<file path="src/rtl/brnch_pred_corr_param.sv">
// Purpose: parametrised beq predictor (static-NT / bimodal / gshare) with ID-stage flush and perf counters.
// Latency: pred_taken combinational in IF; resolves one cycle later in ID, flush combinational there.
// Backpressure: stall freezes every register and masks prediction, resolution and flush.
//
// Ports:
//   clk, rst_n         clock, synchronous active-low reset
//   stall              hazard-unit stall, holds all state
//   if_br, if_pc_lo    IF branch flag and low word-address PC bits (table index source)
//   id_taken           resolved outcome of the branch sitting in ID
//   pred_taken         prediction for the IF branch
//   flush              ID misprediction: kill IF/ID and redirect the PC
//   ghr                speculative global history (newest outcome at LSB)
//   br_cnt             resolved branches, saturating at 0xFFFF
//   mispred_cnt        mispredictions, saturating at 0xFFFF
module brnch_pred_corr_param #(
  parameter int IDX_W  = 5,
  parameter int HIST_W = 4,
  parameter int CNT_W  = 2,
  parameter int MODE   = 2
) (
  input  logic              clk,
  input  logic              rst_n,
  input  logic              stall,
  input  logic              if_br,
  input  logic [IDX_W-1:0]  if_pc_lo,
  input  logic              id_taken,
  output logic              pred_taken,
  output logic              flush,
  output logic [HIST_W-1:0] ghr,
  output logic [15:0]       br_cnt,
  output logic [15:0]       mispred_cnt
);

  localparam int TBL_N = 1 << IDX_W;
  localparam logic [CNT_W-1:0] CNT_INIT = {1'b0, {(CNT_W-1){1'b1}}};
  localparam logic [CNT_W-1:0] CNT_MAX  = '1;
  localparam logic [CNT_W-1:0] CNT_ONE  = CNT_W'(1);

  logic [CNT_W-1:0]  tbl [TBL_N];

  // ID-stage copy of the branch fetched last cycle
  logic              id_vld;
  logic [IDX_W-1:0]  id_idx;
  logic              id_pred;
  logic [HIST_W-1:0] id_snap;

  logic [IDX_W-1:0]  hist_ext;
  logic [IDX_W-1:0]  index;
  logic              raw;
  logic              res;
  logic [HIST_W-1:0] ghr_repair;
  logic [HIST_W-1:0] ghr_spec;

  assign hist_ext = IDX_W'(ghr);

  always_comb begin
    index = if_pc_lo;
    if (MODE == 2) index = if_pc_lo ^ hist_ext;
  end

  assign raw = (MODE == 0) ? 1'b0 : tbl[index][CNT_W-1];

  // rst_n gating keeps both outputs quiet during reset, including an in-flight branch
  assign res        = id_vld & ~stall;
  assign flush      = rst_n & res & (id_taken != id_pred);
  assign pred_taken = rst_n & if_br & raw & ~stall & ~flush;

  // Repair restarts from the history seen when the branch was predicted,
  // so the wrong-path speculative bit is dropped.
  generate
    if (HIST_W == 1) begin : g_hist1
      assign ghr_repair = id_taken;
      assign ghr_spec   = raw;
    end else begin : g_histn
      assign ghr_repair = {id_snap[HIST_W-2:0], id_taken};
      assign ghr_spec   = {ghr[HIST_W-2:0], raw};
    end
  endgenerate

  always_ff @(posedge clk) begin
    if (!rst_n) begin
      ghr         <= '0;
      id_vld      <= 1'b0;
      id_idx      <= '0;
      id_pred     <= 1'b0;
      id_snap     <= '0;
      br_cnt      <= '0;
      mispred_cnt <= '0;
    end else if (!stall) begin
      id_vld  <= if_br & ~flush;
      id_idx  <= index;
      id_pred <= raw;
      id_snap <= ghr;

      if (flush)      ghr <= ghr_repair;
      else if (if_br) ghr <= ghr_spec;

      if (res && br_cnt != 16'hFFFF)        br_cnt      <= br_cnt + 16'd1;
      if (flush && mispred_cnt != 16'hFFFF) mispred_cnt <= mispred_cnt + 16'd1;
    end
  end

  // Table write uses the ID index; an IF read of the same entry this cycle
  // sees the old value (no bypass).
  always_ff @(posedge clk) begin
    if (!rst_n) begin
      for (int i = 0; i < TBL_N; i++) tbl[i] <= CNT_INIT;
    end else if (res && MODE != 0) begin
      if (id_taken) begin
        if (tbl[id_idx] != CNT_MAX) tbl[id_idx] <= tbl[id_idx] + CNT_ONE;
      end else begin
        if (tbl[id_idx] != '0) tbl[id_idx] <= tbl[id_idx] - CNT_ONE;
      end
    end
  end

endmodule
</file>
<file path="config.mk">
export PLATFORM = sky130hd
export DESIGN_NAME = brnch_pred_corr_param
export DESIGN_NICKNAME = d
export VERILOG_FILES = /design/src/rtl/brnch_pred_corr_param.sv
export SDC_FILE = /design/constraint.sdc
export NUM_CORES = 1
export LEC_CHECK = 0
export CAP_MARGIN = 15
export CELL_PAD_IN_SITES_DETAIL_PLACEMENT = 0
export CELL_PAD_IN_SITES_GLOBAL_PLACEMENT = 1
export CORE_MARGIN = 2
export CORE_UTILIZATION = 25
export CTS_BUF_LIST = sky130_fd_sc_hd__clkbuf_8 sky130_fd_sc_hd__clkbuf_16
export DETAILED_ROUTE_END_ITERATION = 12
export DONT_BUFFER_PORTS = 1
export GPL_ROUTABILITY_DRIVEN = 0
export GPL_TIMING_DRIVEN = 1
export HOLD_SLACK_MARGIN = 0.15
export PLACE_DENSITY = 0.48
export SLEW_MARGIN = 20
export SYNTH_ARGS = -nofsm -noshare
export SYNTH_HDL_FRONTEND = slang
export SYNTH_SLANG_ARGS = --single-unit
</file>
<file path="constraint.sdc">
create_clock -name clk -period 4.1 [get_ports clk]
set_clock_uncertainty 0.05 [all_clocks]
set_input_delay 0.615 -clock clk [delete_from_list [all_inputs] [get_ports clk]]
set_output_delay 0.615 -clock clk [all_outputs]
set_load 0.01 [all_outputs]
</file>
==> impl_metrics.prom <==
# TYPE chip_impl_metric gauge
chip_impl_info{name="grt_setup_unrepaired",value="false"} 1
chip_impl_metric{name="synthToLayoutAreaGrowth",unit="%"} 15.5
chip_impl_metric{name="power.ir.vdd_worst",unit="uV"} 274
chip_impl_metric{name="finalCoreUtilization",unit=""} 0.291
chip_impl_metric{name="cts_buffer_depth",unit=""} 2
chip_impl_info{name="crit_slowest_cell",value="or4b_1"} 1
chip_impl_metric{name="postSynthNetCount",unit=""} 552
chip_impl_info{name="setup.worst_path.start_class",value="register"} 1
chip_impl_metric{name="fin_tns_setup",unit="ns"} 0
chip_impl_metric{name="synthesis.area",unit="um^2"} 5660
chip_impl_metric{name="power_per_cell_area",unit="nW/um^2"} 447
chip_impl_info{name="cts_tree",value="built"} 1
chip_impl_metric{name="fin_crit_sh",unit=""} 0.905
chip_impl_metric{name="place.detailed.hpwl",unit="mm"} 10.7
chip_impl_metric{name="placed_area",unit="um^2"} 5980
chip_impl_metric{name="groute.usage.overall",unit=""} 0.136
chip_impl_metric{name="cellLeakagePower",unit="nW"} 2.01
chip_impl_metric{name="slew_viol_final",unit=""} 0
chip_impl_info{name="critPathKind",value="register to register"} 1
chip_impl_metric{name="crit_path_max_fanout",unit=""} 16
chip_impl_metric{name="max_cap_violations",unit=""} 0
chip_impl_metric{name="number_of_sinks_on_the_clock_net",unit=""} 115
chip_impl_metric{name="die_boundary_width",unit="um"} 154
chip_impl_metric{name="synthesis_stage_register_bit_count",unit=""} 115
chip_impl_metric{name="aggregate_routed_wire_length",unit="mm"} 15.5
chip_impl_metric{name="synth_cell_types",unit=""} 51
chip_impl_metric{name="finish.net_count",unit=""} 553
chip_impl_info{name="final_cell_mix",value="edfxtp_1, nand2_1, dfxtp_1"} 1
chip_impl_metric{name="global_route_wire_length_before_repair",unit="mm"} 24.4
chip_impl_metric{name="grt.overflow.total",unit=""} 0
chip_impl_metric{name="ys_seq_area_frac",unit=""} 0.520
chip_impl_metric{name="postSynthCellCount",unit=""} 540
chip_impl_metric{name="detail_route.vias_per_cell",unit=""} 4.85
chip_impl_metric{name="io-pin-count",unit=""} 48
chip_impl_metric{name="postCtsResizedCells",unit=""} 0
chip_impl_metric{name="cts_buffers",unit=""} 17
chip_impl_metric{name="clk_pin_slew",unit="ns"} 0.05
chip_impl_metric{name="synth_async_sr_flop_share",unit=""} 0
chip_impl_metric{name="drive_above_1_share",unit=""} 0.138
chip_impl_metric{name="worst-endpoint-required",unit="ns"} 4.13
chip_impl_metric{name="grt_max_degree",unit=""} 47
chip_impl_metric{name="synth_enable_flop_cells",unit=""} 64
chip_impl_metric{name="hold_viol_final",unit=""} 0
chip_impl_metric{name="cts_post_setup_buffers_inserted",unit=""} 0
chip_impl_metric{name="fin_area",unit="um^2"} 6540
chip_impl_info{name="min-delay-path-class",value="input pin to register"} 1
chip_impl_metric{name="die_height",unit="um"} 154
chip_impl_metric{name="crit_path_max_incr_delay",unit="ns"} 0.88
chip_impl_metric{name="detail_route.wl_per_cell",unit="um"} 18.5
chip_impl_info{name="worstSetupEndpointType",value="register"} 1
chip_impl_metric{name="layoutNonFillerInstCount",unit=""} 837
chip_impl_info{name="path_cells",value="nor2b_1 -> a22oi_1 -> nand4b_1 -> o31ai_1 -> or2_4 -> a31o_4 -> or4b_1 -> o21ai_0"} 1
chip_impl_metric{name="dpl.cell_count",unit=""} 807
chip_impl_metric{name="ys.warnings.count",unit=""} 0
chip_impl_metric{name="grt_antenna_before_repair",unit=""} 0
chip_impl_metric{name="timing.max_slew.rel_slack",unit=""} 0.488
chip_impl_metric{name="insertion_delay",unit="ns"} 0.41
chip_impl_info{name="leading_cell_type_in_the_layout_fill_and_taps_excluded",value="edfxtp_1"} 1
chip_impl_metric{name="grt_pass1_vias",unit=""} 4221
chip_impl_metric{name="drtAntennaViolNets",unit=""} 0
chip_impl_metric{name="drtPass1Iterations",unit=""} 6
chip_impl_metric{name="actual_transition_at_the_worst_max_transition_pin",unit="ns"} 0.768
chip_impl_info{name="yosys_most_used_dff",value="edfxtp_1"} 1
chip_impl_info{name="root_buffer",value="clkbuf_16"} 1
chip_impl_metric{name="std_cell_rows",unit=""} 55
chip_impl_info{name="status",value="finished, final reports clean"} 1
chip_impl_metric{name="fmaxAchievable",unit="MHz"} 269
chip_impl_metric{name="timing.critical_path.arrival",unit="ns"} 3.74
chip_impl_metric{name="initialDrtViolationCount",unit=""} 250
chip_impl_metric{name="ctsHtreeMaxLevel",unit=""} 4
chip_impl_metric{name="finalSetupViolCount",unit=""} 0
chip_impl_metric{name="syn-mean-instance-area",unit="um^2"} 10.5
chip_impl_metric{name="worst_hold_slack",unit="ns"} 0.288
chip_impl_metric{name="starting_density_of_the_core",unit=""} 0.252
chip_impl_metric{name="min_period",unit="ns"} 3.71
chip_impl_metric{name="core_region_area",unit="um^2"} 22400
chip_impl_metric{name="routed-via-count",unit=""} 4058
chip_impl_metric{name="floorplan.die_area",unit="um^2"} 23900
chip_impl_metric{name="antenna_diode_count",unit=""} 0
chip_impl_metric{name="drt_drc",unit=""} 0
chip_impl_metric{name="postCtsHoldBufs",unit=""} 0
chip_impl_metric{name="buffer_ports.inserted",unit=""} 0
cells in the mapped netlist, drive strengths merged (4+ instances only):
library cell | number | area, um^2
inv | 7 | 26.3
or3 | 9 | 56.3
xnor2 | 11 | 96.3
buf | 16 | 120
nor3 | 40 | 255
mux2i | 44 | 440
o21ai | 46 | 230
nand3b | 4 | 30.0
a211oi | 6 | 45.0
mux4 | 8 | 184
nor2b | 5 | 31.3
a22oi | 12 | 90.1
and3 | 4 | 25.0
a21oi | 18 | 90.1
nand3 | 18 | 90.1
dfxtp | 51 | 1020
nand4 | 7 | 43.8
edfxtp | 64 | 1920
nand2 | 58 | 218
nor2 | 46 | 173
xor2 | 11 | 96.3
clkbuf | 22 | 83.8
metrics by stage:
stage	power (mW)	setup slack (ns)
2_1_floorplan	1.49	0.803
3_3_place_gp	1.57	0.425
3_5_place_dp	1.57	0.372
4_1_cts	2.96	0.369
5_1_grt	3.03	0.167
6_report	2.92	0.388
layer usage:
metal	global-route usage	vias to the layer above	wire, um
li1	-	1981	-
met1	0.177	1954	6990
met2	0.217	111	7240
met3	0.0440	12	1120
met4	0.0392	0	132
met5	0	-	0
worst paths after layout:
path | from | to | slack, ns | cells past startpoint
setup / recovery | register | tbl[25][0]$_SDFFCE_PN1P_ | 0.39 | 8
hold / removal | stall | id_vld$_SDFFE_PN0N_ | 0.29 | 2
setup reg to reg | register | tbl[25][0]$_SDFFCE_PN1P_ | 0.39 | 8
hold reg to reg | id_vld$_SDFFE_PN0N_ | id_vld$_SDFFE_PN0N_ | 0.44 | 2
kinds of logic after synthesis:
group | after synthesis | share of synthesized area
AOI/OAI and AO/OA | 96 | 0.104
buffers and inverters | 46 | 0.0413
adders and majority gates | 2 | 0.00442
muxes | 52 | 0.110
DFF | 115 | 0.520
and+or+nand+nor | 207 | 0.186
xor gates and xnor gates | 22 | 0.0340
critical path, delay by kind of cell, from the launching register on:
kind / cells / cell delay, ns
and+or+nand+nor: 4 / 1.95
AOI/OAI and AO/OA: 4 / 1.03
DFF: 1 / 0.35
where the power goes:
group | switching (mW) | internal (mW) | total (mW)
Combinational | 0.172 | 0.0987 | 0.270
Clock | 0.519 | 0.863 | 1.38
Sequential | 0.0311 | 1.24 | 1.27
cell type report:
class	instances	area, um^2
inverters	8	30.0
fillers	2385	15900
clock inverters	9	53.8
repair buffers	20	163
well taps	285	357
multi-input cells	379	2490
flip-flops and latches	115	2940
clock buffers	21	503
sequential cells by signal, indices dropped and copies added (netlist names), named ones only:
name	count
ghr	4
id_idx	5
tbl	64
id_vld	1
id_pred	1
mispred_cnt	16
br_cnt	16
id_snap	3
Power figures use the tool's default switching activity.
